[config.mk]
export PLATFORM = sky130hd
export DESIGN_NAME = div8_seq_ctrl
export DESIGN_NICKNAME = d
export VERILOG_FILES = /design/src/rtl/div8_pkg.sv /design/src/rtl/SUB8bit.sv /design/src/rtl/div8_seq_ctrl.sv
export SDC_FILE = /design/constraint.sdc
export NUM_CORES = 1
export LEC_CHECK = 0
export ABC_AREA = 1
export CORE_MARGIN = 4
export CORE_UTILIZATION = 55
export CTS_CLUSTER_SIZE = 20
export DETAILED_ROUTE_END_ITERATION = 8
export GPL_ROUTABILITY_DRIVEN = 0
export HOLD_SLACK_MARGIN = 0.06
export PLACE_DENSITY = 0.91
export RECOVER_POWER = 100
export SLEW_MARGIN = 10
export SYNTH_ARGS = -nofsm -noshare
export SYNTH_HDL_FRONTEND = slang
export SYNTH_SLANG_ARGS = --single-unit
[constraint.sdc]
create_clock -name clk -period 3.7 [get_ports clk]
set_clock_uncertainty 0.1 [all_clocks]
set_input_delay 0.37 -clock clk [delete_from_list [all_inputs] [get_ports clk]]
set_output_delay 0.37 -clock clk [all_outputs]
set_load 0.005 [all_outputs]
[src/rtl/div8_pkg.sv]
// div8_pkg: shared definitions for the sequential 8-bit divider controller.
//   - div8_state_e : controller states (idle, iterate, sign fix-up, done)
//   - IterCount    : restoring-division steps per operation
//   - DivZeroQuot  : quotient reported for a zero divisor
//   - neg8()       : two's complement negation of an 8-bit value
package div8_pkg;

  typedef enum logic [1:0] {
    StIdle,
    StIter,
    StFix,
    StDone
  } div8_state_e;

  localparam int unsigned IterCount = 8;
  localparam logic [7:0] DivZeroQuot = 8'hFF;

  function automatic logic [7:0] neg8(input logic [7:0] x);
    return ~x + 8'd1;
  endfunction

endpackage

[src/rtl/SUB8bit.sv]
// SUB8bit: 8-bit subtractor, Result = A - B.
//   A, B   : operands
//   Result : difference modulo 256
//   Borrow : carry-out of A + ~B + 1; 1 means A >= B (no borrow occurred)
module SUB8bit (
  input  logic [7:0] A,
  input  logic [7:0] B,
  output logic [7:0] Result,
  output logic       Borrow
);

  logic [8:0] sum;

  assign sum    = {1'b0, A} + {1'b0, ~B} + 9'd1;
  assign Result = sum[7:0];
  assign Borrow = sum[8];

endmodule

[src/rtl/div8_seq_ctrl.sv]
// div8_seq_ctrl: multi-cycle 8-bit restoring divider sharing one SUB8bit instance.
//   clk, rst_n             : clock (rising edge), asynchronous active-low reset
//   in_valid / in_ready    : operand handshake; operands sampled only on acceptance
//   dividend, divisor      : A and B operands
//   out_valid / out_ready  : result handshake; results held stable while out_valid
//   quotient, remainder    : A / B and A mod B
//   div_zero               : result came from a zero divisor (quotient 0xFF, remainder A)
//   busy                   : high whenever the controller is not idle
// Build option: define DIV8_SIGNED_EN for two's complement operands. Division then runs on
// magnitudes and an extra fix-up cycle restores the signs (remainder follows the dividend).
module div8_seq_ctrl (
  input  logic       clk,
  input  logic       rst_n,
  input  logic       in_valid,
  output logic       in_ready,
  input  logic [7:0] dividend,
  input  logic [7:0] divisor,
  output logic       out_valid,
  input  logic       out_ready,
  output logic [7:0] quotient,
  output logic [7:0] remainder,
  output logic       div_zero,
  output logic       busy
);

  import div8_pkg::*;

  localparam logic [2:0] LastCnt = 3'(IterCount - 1);

  div8_state_e state_q;
  logic [2:0]  cnt_q;
  logic [7:0]  b_q;         // divisor (magnitude in the signed build)
  logic [7:0]  q_q;         // dividend shifting out MSB-first, quotient shifting in
  // Partial remainder. The ninth bit of R is never stored: after every step the kept value
  // is below the divisor, so it fits in 8 bits; the ninth bit only exists transiently in T.
  logic [7:0]  r_q;
  logic [7:0]  quotient_q;
  logic [7:0]  remainder_q;
  logic        div_zero_q;
  logic        out_valid_q;
  logic        in_ready_q;
  logic        busy_q;

`ifdef DIV8_SIGNED_EN
  logic        q_neg_q;     // signs of operands differ
  logic        r_neg_q;     // dividend negative
`endif

  // Operand magnitudes as captured at acceptance
  logic [7:0] dvd_mag;
  logic [7:0] dvs_mag;

`ifdef DIV8_SIGNED_EN
  assign dvd_mag = dividend[7] ? neg8(dividend) : dividend;
  assign dvs_mag = divisor[7] ? neg8(divisor) : divisor;
`else
  assign dvd_mag = dividend;
  assign dvs_mag = divisor;
`endif

  // One restoring step
  logic [8:0] t;
  logic [7:0] sub_res;
  logic       sub_carry;
  logic       success;
  logic [7:0] r_next;
  logic [7:0] q_next;

  SUB8bit u_sub (
    .A      (t[7:0]),
    .B      (b_q),
    .Result (sub_res),
    .Borrow (sub_carry)
  );

  always_comb begin
    t       = {r_q, q_q[7]};
    success = t[8] | sub_carry;
    r_next  = success ? sub_res : t[7:0];
    q_next  = {q_q[6:0], success};
  end

  always_ff @(posedge clk or negedge rst_n) begin
    if (!rst_n) begin
      state_q     <= StIdle;
      cnt_q       <= '0;
      b_q         <= '0;
      q_q         <= '0;
      r_q         <= '0;
      quotient_q  <= '0;
      remainder_q <= '0;
      div_zero_q  <= 1'b0;
      out_valid_q <= 1'b0;
      in_ready_q  <= 1'b1;
      busy_q      <= 1'b0;
`ifdef DIV8_SIGNED_EN
      q_neg_q     <= 1'b0;
      r_neg_q     <= 1'b0;
`endif
    end else begin
      unique case (state_q)
        StIdle: begin
          if (in_valid) begin
            b_q        <= dvs_mag;
            q_q        <= dvd_mag;
            r_q        <= '0;
            cnt_q      <= '0;
            in_ready_q <= 1'b0;
            busy_q     <= 1'b1;
`ifdef DIV8_SIGNED_EN
            q_neg_q    <= dividend[7] ^ divisor[7];
            r_neg_q    <= dividend[7];
`endif
            if (divisor == 8'h00) begin
              state_q     <= StDone;
              quotient_q  <= DivZeroQuot;
              remainder_q <= dividend;
              div_zero_q  <= 1'b1;
              out_valid_q <= 1'b1;
            end else begin
              state_q <= StIter;
            end
          end
        end

        StIter: begin
          r_q   <= r_next;
          q_q   <= q_next;
          cnt_q <= cnt_q + 3'd1;
          if (cnt_q == LastCnt) begin
`ifdef DIV8_SIGNED_EN
            state_q <= StFix;
`else
            state_q     <= StDone;
            quotient_q  <= q_next;
            remainder_q <= r_next;
            div_zero_q  <= 1'b0;
            out_valid_q <= 1'b1;
`endif
          end
        end

        StFix: begin
`ifdef DIV8_SIGNED_EN
          // -128 / -1: magnitude 128 with equal signs stays 0x80, the wrapped result
          quotient_q  <= q_neg_q ? neg8(q_q) : q_q;
          remainder_q <= r_neg_q ? neg8(r_q) : r_q;
          div_zero_q  <= 1'b0;
          out_valid_q <= 1'b1;
          state_q     <= StDone;
`else
          // Unreachable in the unsigned build
          state_q     <= StIdle;
          in_ready_q  <= 1'b1;
          busy_q      <= 1'b0;
`endif
        end

        StDone: begin
          if (out_ready) begin
            state_q     <= StIdle;
            out_valid_q <= 1'b0;
            in_ready_q  <= 1'b1;
            busy_q      <= 1'b0;
          end
        end

        default: begin
          state_q     <= StIdle;
          out_valid_q <= 1'b0;
          in_ready_q  <= 1'b1;
          busy_q      <= 1'b0;
        end
      endcase
    end
  end

  assign in_ready  = in_ready_q;
  assign out_valid = out_valid_q;
  assign busy      = busy_q;
  assign quotient  = quotient_q;
  assign remainder = remainder_q;
  assign div_zero  = div_zero_q;

endmodule

==> impl_metrics.toml, run 1 <==
[cells_and_area]
layout.nets = 400
drive_gt1_share_pct = 5.405
syn2layout_area_growth_pct = 16.59
fin_area_sq_um = 3122
n_antenna_cell = 0

[clocking]
clk_pin_slew_ps = 100
insertion_delay_ps = 310
tritoncts = "done"
cts_hold_buffers = 1
htreeDepth = 2
cts_buffers = 5
ctsResizeCount = 0
cts.path.max_buffers = 2
cts_setup_buffers = 0
cts-root-buf = "clkbuf_8"
clock-sinks = 49

[die]
chipHeight_microns = 77.78
initial_core_util_pct = 56.69
fp-row-count = 25
die-area_sq_um = 6049
fp.dieW_microns = 77.78
io_pins = 40
coreArea_sq_um = 4723

[power_and_ir_drop]
vdd_ir_drop_max_mv = 0.4361
seqPwrFrac_pct = 30.6
powerDensity_nw_per_um2 = 980.0
p_comb_share_pct = 59.1
power.internal_uw = 1634
p_switching_uw = 1425
power.share.clock_pct = 10.3
swShare_pct = 46.58
leakage_uw = 0.001579

[critical_path]
critPathBufInv = 3
critPathMaxStageDelay_ps = 610
cpMostUsedCell = "nand2_1"
critical_path_class = "reg2reg"
slowest_stage = "nor2_1"
cp-end-kind = "flip-flop"
worstPathArrival_ps = 2850
crit_required_ps = 3780
critPathMaxFanout = 26
path_cells = "clkinv_1, nand2_1, inv_6, nor2_1, inv_1, nand2_1, o21ai_0"
worst_path_dominant_cell_family = "simple AND/OR/NAND/NOR gates"
critPathLaunchType = "flip-flop"

[detailed_routing]
ant_nets = 0
drtPass1Iterations = 5
drt-total-wl_mm = 5.886
vias_per_cell = 5.240
drc = 0
vias = 2290
drtIter0Drc = 224
wl_per_cell_microns = 13.47

[timing]
hold_ws_ps = 385.5
max_slew_margin_pct = 33.14
post-route-period-util_pct = 74.69
setup_tns_ps = 0
rsz0062_at_grt = "no"
setup_viol = 0
hold_violations = 0
period_needed_ps = 2763
fmaxAchievable_mhz = 361.9
slew_violations = 0
tightest_slew_ps = 1003

[synth]
synth-xor-area-share_pct = 0.9813
synth_area_per_cell_sq_um = 8.065
seq_area_frac_synth_pct = 45.84
synth_adder_area_share_pct = 5.421
synth_compound_area_share_pct = 10.14
postSynthRegisterBits = 49
synth_top_family_by_area = "simple AND/OR/NAND/NOR gates"
synth_cell_type_count = 32
synth-warning-count = 0
netlist_instances = 332
syn_nets = 363
netlist_area_sq_um = 2678
synth.area.mux_share_pct = 0
synth_flop_cell = "dfrtp_1"
yosys.area_share.simple_pct = 27.01
async_flop_share_pct = 100.0
synth_edf_count = 0

[global_routing]
grt-ovfl-total = 0
grt_pass1_vias = 2297
grtUsageTotal_pct = 21.16
grt_pass1_wl_mm = 10.20
antenna_found_initial = 0
grt_start_max_net_pins = 33

[min_path]
hp-class = "reg2reg"

[placement]
port_buffers = 39
place_hpwl_mm = 4.368
dpl_cell_area_sq_um = 3063

[outcome]
status = "completed"

[flow_run]
maxCapViolCount = 0
[layer usage]
metal | routed length (microns) | up-vias | part of all wire [%] | global-route usage, %
met5 | 0 | - | 0 | 0
li1 | - | 1126 | - | -
met2 | 2890 | 77 | 49 | 34.16
met3 | 345 | 12 | 5.9 | 5.452
met4 | 106 | 0 | 1.8 | 7.473
met1 | 2544 | 1075 | 43 | 27.50
[cells in the final DEF (no fill, tap or decap), types with 3 or more instances in the layout]
master	synthesis	routed
nand2_1	89	91
or2_2	6	6
clkbuf_8	0	5
nand4_1	5	5
clkdlybuf4s50_1	0	18
o21ai_0	23	27
nand3_1	30	31
a21oi_1	3	3
dfrtp_1	48	48
a31oi_1	7	7
ha_1	10	10
dlygate4sd3_1	0	21
nor2_1	24	28
inv_1	47	48
[worst reg2reg max path, delay by kind of cell, from the launching register on]
kind / cells / cell delay (ps)
compound gates: 1 / 100
buf+inv: 3 / 700
flops: 1 / 400
simple gates: 3 / 1350
[through the flow]
| step | setup WS (ps) | std cells | util (%) | total power [uW] |
|---|---|---|---|---|
| after global placement | 1408 | 428 | 64.85 | 2732 |
| after detailed placement | 1297 | 428 | 64.85 | 2824 |
| final | 936.7 | 437 | 66.09 | 3059 |
| after floorplan | 1798 | 332 | - | 2370 |
| after global routing | 616.8 | 437 | 66.09 | 3373 |
| after CTS | 1216 | 437 | 66.89 | 3160 |
[final timing paths]
path / startpoint / to / slack (ps) / cells after the start
max: state_q[1] / q_q[6] / 940 / 7
min: out_valid / out_valid / 390 / 2
max reg2reg: state_q[1] / q_q[6] / 940 / 7
min reg2reg: out_valid / out_valid / 390 / 2
max in group asynchronous: rst_n / remainder[2] / 1880 / 3
min in group asynchronous: rst_n / r_q[7] / 630 / 2
[sequential cells by signal, indices dropped and copies added (netlist names), 2 cells and up]
name,count
r_q,8
remainder,8
quotient,8
q_q,8
cnt_q,3
state_q,2
b_q,8
[cell usage after synthesis, types with 3 or more instances]
library cell / count / area share, %
ha_1: 10 / 4.7
nand4_1: 5 / 1.2
nor2_4: 3 / 1.3
o21ai_1: 5 / 0.93
inv_1: 47 / 6.6
dfrtp_1: 48 / 45
buf_2: 3 / 0.56
or2_2: 6 / 1.4
nor2_1: 24 / 3.4
a31oi_1: 7 / 1.6
a21oi_1: 3 / 0.56
nand3_1: 30 / 5.6
nor2_2: 3 / 0.70
clkbuf_1: 3 / 0.42
o21ai_0: 23 / 4.3
buf_6: 4 / 1.7
nand2_1: 89 / 12
[cell type report]
class                      count  area, sq um
clock buffer                   6        72.57
tap                           67        83.83
fill                         389         1602
timing repair buffer          41        401.6
multi-input combinational    222         1130
sequential                    49         1227
inverter                      50        192.7
clock inverter                 2        13.76
[power groups by stage]
stage	logic (uW)	clock network [uW]	registers, uW
after floorplan	1440	0	928
after detailed placement	1870	0	951
after global routing	2060	348	964
final	1810	315	935
after global placement	1790	0	940
after CTS	1900	322	942
[kinds of logic (layout without fill, tap and decap cells)]
family,Yosys count,in the layout
simple gates,164,164
fa+ha+maj,11,11
xor+xnor,3,3
flops,49,49
buf+inv,61,99
compound gates,44,44
No activity file was read; power rests on OpenSTA's default activity.
==> run 2, diff against run 1 <==
CORE_UTILIZATION = 54   (was 55)
PLACE_DENSITY = 0.9   (was 0.91)
clock period = 2.84 ns   (was 3.7 ns; I/O delays follow)
==> run 2 against run 1 <==
  * Count of clock-buffer cells in the layout did not move
  * First-iteration DRC count is 11% lower
  * Worst hold slack worse by 320 ps
  * Cell area hardly changed
  * Routed wire length grew 2.4%
  * Sequential share of layout area is essentially flat
  * Sequential power rose by 32%
  * Register-to-register slack got worse by 540 ps
  * Critical endpoint is now remainder[4]
  * Largest power group unchanged
  * Highest routed layer unchanged
==> impl_metrics.toml, run 2 (synthesized netlist as in run 1, its figures left out) <==
[critical_path]
r2r_start = "q_q[7]"
critPathMaxFanout = 11
critical_path_class = "reg2reg"
worstPathArrival_ps = 2570
cp-end-kind = "flip-flop"
r2r-end = "remainder[4]"
reg2reg_depth = 14
r2r_setup_slack_ps = 390
crit_required_ps = 2960
critPathLaunchType = "flip-flop"

[cells_and_area]
layout_common_cells = "nand2_1, inv_1, dfrtp_1"
final_common_cell = "nand2_1"
layout.nets = 399
syn2layout_area_growth_pct = 16.64
fin_area_sq_um = 3123
drive_gt1_share_pct = 5.691
n_antenna_cell = 0
finalNonFillerCells = 436

[clocking]
cts.path.max_buffers = 2
cts-root-buf = "clkbuf_8"
cts_buffers = 5
cts_hold_buffers = 0
htreeDepth = 2
cts_setup_buffers = 0
tritoncts = "done"
insertion_delay_ps = 310
ctsResizeCount = 0
clk_pin_slew_ps = 100
clock-sinks = 49

[die]
chipHeight_microns = 78.42
die-area_sq_um = 6149
coreArea_sq_um = 4755
io_pins = 40
initial_core_util_pct = 56.32
fp.dieW_microns = 78.42
fp-row-count = 25

[timing]
slew_violations = 0
setup_viol = 0
period_needed_ps = 2446
tightest_slew_ps = 1101
setup_tns_ps = 0
max_slew_margin_pct = 26.59
hold_violations = 0
fmaxAchievable_mhz = 408.9
post-route-period-util_pct = 86.12
rsz0062_at_grt = "no"

[global_routing]
grt_start_max_net_pins = 50
grt_pass1_vias = 2368
grt-ovfl-total = 0
grt_pass1_wl_mm = 10.79
antenna_found_initial = 0
grtUsageTotal_pct = 22.10

[flow_run]
maxCapViolCount = 0

[detailed_routing]
drc = 0
vias = 2297
drtPass1Iterations = 5
drt-total-wl_mm = 6.025
drtIter0Drc = 199
vias_per_cell = 5.268
ant_nets = 0
wl_per_cell_microns = 13.82

[placement]
place_inst = 428
port_buffers = 39
place_hpwl_mm = 4.293
dpl_cell_area_sq_um = 3063

[power_and_ir_drop]
p_switching_uw = 1897
seqPwrFrac_pct = 30.3
p_comb_share_pct = 59.3
power.share.clock_pct = 10.4
vdd_ir_drop_max_mv = 0.6288
powerDensity_nw_per_um2 = 1295
swShare_pct = 46.92
power_uw = 4043
leakage_uw = 0.001575
power.internal_uw = 2146

[min_path]
hp-class = "in2async"

[outcome]
status = "completed"
## run 2: changes by cell type in the layout (fill, tap and decap cells not counted)
cell             previous run  this run
dlygate4sd3_1              21        19
buf_2                       0         1
buf_4                       1         0
clkdlybuf4s50_1            18        19
dfstp_1                     0         1
dfstp_2                     1         0
nor2_1                     28        27
nor2_2                      0         1
o21bai_1                    1         0
o21bai_4                    0         1
## run 2: worst max path at each step
stage | startpoint | to | slack, ps | cells after the start
2_1_floorplan | q_q[7] | remainder[3] | 940 | 14
3_3_place_gp | q_q[7] | remainder[7] | 690 | 14
3_5_place_dp | q_q[7] | remainder[3] | 570 | 14
4_1_cts | q_q[7] | remainder[3] | 490 | 14
5_1_grt | q_q[7] | remainder[4] | 140 | 14
6_report | q_q[7] | remainder[4] | 390 | 14
## run 2: final cells by class
| class | instances | area, sq um |
|---|---|---|
| timing repair buffer | 40 | 389.1 |
| multi-input combinational | 222 | 1144 |
| clock buffer | 6 | 72.57 |
| clock inverter | 2 | 13.76 |
| tap | 67 | 83.83 |
| inverter | 50 | 192.7 |
| sequential | 49 | 1227 |
| fill | 406 | 1632 |
## run 2: power by group through the flow
stage	clock (uW)	combinational, uW	sequential [uW]
4_1_cts	423	2490	1230
3_3_place_gp	0	2350	1230
3_5_place_dp	0	2450	1240
6_report	419	2400	1230
2_1_floorplan	0	1880	1210
5_1_grt	453	2750	1260
## run 2: worst max-delay path, cell delays in order, from the launching register on
cell	delay, ps
dfrtp_1	400
inv_1	80
ha_1	130
inv_1	70
fa_1	420
nand2_1	90
nand2_1	70
nand3_1	100
nand2_1	110
nand2_1	330
nor2_2	130
nand2_1	140
nand3_1	80
nand2_1	60
inv_1	40
## run 2: metrics by stage
step           utilization (%)  hold slack, ps  setup slack, ps
2_1_floorplan                -          -111.6            938.5
3_3_place_gp             64.42           365.5            692.6
3_5_place_dp             64.42           364.0            565.3
4_1_cts                  66.24           112.8            494.8
5_1_grt                  65.68           163.7            140.7
6_report                 65.68           64.12            394.1
## run 2: metal layers
layer  up-vias  GRT usage, %  part of all wire [%]
met2        75         37.07                    50
met1      1079         27.83                    43
met4         0         8.741                   2.0
met3        14         4.817                   4.8
li1       1129             -                     -
met5         -             0                     0
==> run 3, diff against run 2 <==
ABC_AREA = unset   (was 1)
CORE_UTILIZATION = 53   (was 54)
PLACE_DENSITY = 0.89   (was 0.9)
==> run 3 against run 2 <==
  * Sequential power is 5% higher
  * Die area is 2.4% lower
  * Global-route usage is 0.61 points higher
  * Via count is 2.1% lower
  * Highest routed layer unchanged
  * Register-to-register slack worse by 110 ps
  * Combinational power is 6% higher
  * Total power is 5.0% higher
==> impl_metrics.toml, run 3 <==
[outcome]
status = "completed"

[cells_and_area]
layout.nets = 350
regArea_sq_um = 1227
drive_gt1_share_pct = 5.938
nFillCells = 373
n_antenna_cell = 0
multiInputGateArea_sq_um = 1200
syn2layout_area_growth_pct = 19.91
final_common_cell = "dfrtp_1"
layout_common_cells = "dfrtp_1, nand2_1, nor2_1"

[synth]
synth_area_leaders = "dfrtp_1, nand2_1, nor2_1"
syn_nets = 309
synthTopCellsByCount = "dfrtp_1, nand2_1, nor2_1"
synth_area_per_cell_sq_um = 9.199
netlist_area_sq_um = 2557
synth-warning-count = 0
seq_area_frac_synth_pct = 47.99
synth_top_area_share_pct = 46.97
synth_edf_count = 0
synth_cell_type_count = 49
yosysTopAreaCell = "dfrtp_1"
postSynthRegisterBits = 49
yosysMostFrequentCell = "dfrtp_1"
async_flop_share_pct = 100.0
synth_flop_cell = "dfrtp_1"
netlist_instances = 278

[detailed_routing]
wl_per_cell_microns = 17.14
ant_nets = 0
drc = 0
vias = 2249
drtPass1Iterations = 4
drtIter0Drc = 323
vias_per_cell = 6.013
drt-total-wl_mm = 6.411

[global_routing]
top_usage_layer = "met2"
grt_pass1_wl_mm = 10.76
grtUsageTotal_pct = 22.71
grt_pass1_vias = 2270
grt-ovfl-total = 0
grt_use_met3_pct = 4.176
use_met1_pct = 28.94
grt_start_max_net_pins = 29
use_met2_pct = 38.08
antenna_found_initial = 0

[clocking]
clk_pin_slew_ps = 90
cts.path.max_buffers = 2
tritoncts = "done"
cts_buffers = 5
htreeDepth = 2
ctsResizeCount = 0
insertion_delay_ps = 310
clock-sinks = 49
cts-root-buf = "clkbuf_8"

[placement]
place_hpwl_mm = 4.759
port_buffers = 39

[timing]
hold_ws_ps = 390.9
period_needed_ps = 2555
fmaxAchievable_mhz = 391.4
slew_violations = 0
setup_viol = 0
tightest_slew_ps = 1219
setup_tns_ps = 0
max_slew_margin_pct = 18.76
rsz0062_at_grt = "no"
post-route-period-util_pct = 89.95
hold_violations = 0

[flow_run]
maxCapViolCount = 0

[die]
fp-row-count = 25
fp.dieW_microns = 77.47
coreArea_sq_um = 4692
io_pins = 40
chipHeight_microns = 77.47
initial_core_util_pct = 54.51
die-area_sq_um = 6001

[critical_path]
worstPathArrival_ps = 2690
crit_required_ps = 2970
critPathMaxFanout = 6
worst_path_dominant_cell_family = "compound AO/OA/AOI/OAI gates"
critical_path_class = "reg2reg"
critPathBufInv = 2
critPathMaxStageDelay_ps = 430
path_cells = "inv_1, ha_1, inv_1, fa_1, a211oi_2, o31ai_4, o21ai_1, nand3_1, a41oi_1"
slowest_stage = "o21ai_1"
cpMostUsedCell = "inv_1"
critPathLaunchType = "flip-flop"
cp-end-kind = "flip-flop"

[power_and_ir_drop]
leakage_uw = 0.001336
vdd_ir_drop_max_mv = 0.6552
powerDensity_nw_per_um2 = 1384

[min_path]
hp-class = "reg2reg"
## run 3: cell count changes after synthesis, moves of 5 or more
cell,before,now
a21oi_1,3,22
clkbuf_1,3,8
inv_1,47,14
nand2_1,89,43
nand3_1,30,10
nand4_1,5,0
nor2_1,24,35
o21ai_0,23,18
o21ai_1,5,0
or2_2,6,0
## run 3: power by group
part           leakage [uW]  total, uW  internal, uW  switching, uW
Sequential         0.000565       1290          1050            235
Clock             0.0000424        409           176            232
Combinational      0.000729       2550          1070           1480
## run 3: worst min-delay path: cells and delay by family (launching register included)
family | cells | cell delay, ps
AOI/OAI and AO/OA | 1 | 50
DFF | 1 | 380
buffers and inverters | 1 | 50
## run 3: area by class of cell
cell class,count,area share (%)
clock buffers,7,2.489
clock inverters,1,0.2856
inverters,15,1.836
multi-input cells,202,39.13
flip-flops and latches,49,40.02
well taps,54,2.203
repair buffers,46,14.04
## run 3: what timing repair did
item / in CTS / in global routing
hold endpoints to repair: 20 / 0
setup buffers: 0 / 0
hold buffers: 1 / 0
## run 3: through the flow
stage / area [sq um] / util, % / setup slack [ps] / total power (uW) / instances
3_5_place_dp: 3003 / 64.00 / 374.2 / 3897 / 365
6_report: 3067 / 65.36 / 285.3 / 4243 / 374
5_1_grt: 3067 / 65.36 / 130.4 / 4581 / 374
2_1_floorplan: 2557 / - / 552.3 / 3077 / 278
3_3_place_gp: 3003 / 64.00 / 464.6 / 3753 / 365
4_1_cts: 3098 / 66.03 / 338.6 / 4324 / 374
## run 3: logic make-up after synthesis
group,share of synthesized area [%]
DFF,47.99
buffers and inverters,4.256
muxes,1.272
adders and majority gates,5.675
xor gates and xnor gates,1.028
and+or+nand+nor,18.30
AOI/OAI and AO/OA,21.48
## run 3: per-layer routing
metal / up-vias / part of all wire, % / routed length (microns)
met3: 18 / 6.8 / 437
li1: 1055 / - / -
met1: 1079 / 41 / 2611
met2: 97 / 50 / 3194
met4: 0 / 2.6 / 167
met5: - / 0 / 0
## run 3: final timing paths
| kind | start | endpoint | slack [ps] | cells past startpoint |
|---|---|---|---|---|
| min reg2reg | in_ready | in_ready | 390 | 2 |
| min in group asynchronous | rst_n | quotient[2] | 640 | 2 |
| max reg2reg | q_q[7] | remainder[1] | 290 | 9 |
| max in group asynchronous | rst_n | r_q[6] | 690 | 3 |
| max | q_q[7] | remainder[1] | 290 | 9 |
| min | in_ready | in_ready | 390 | 2 |
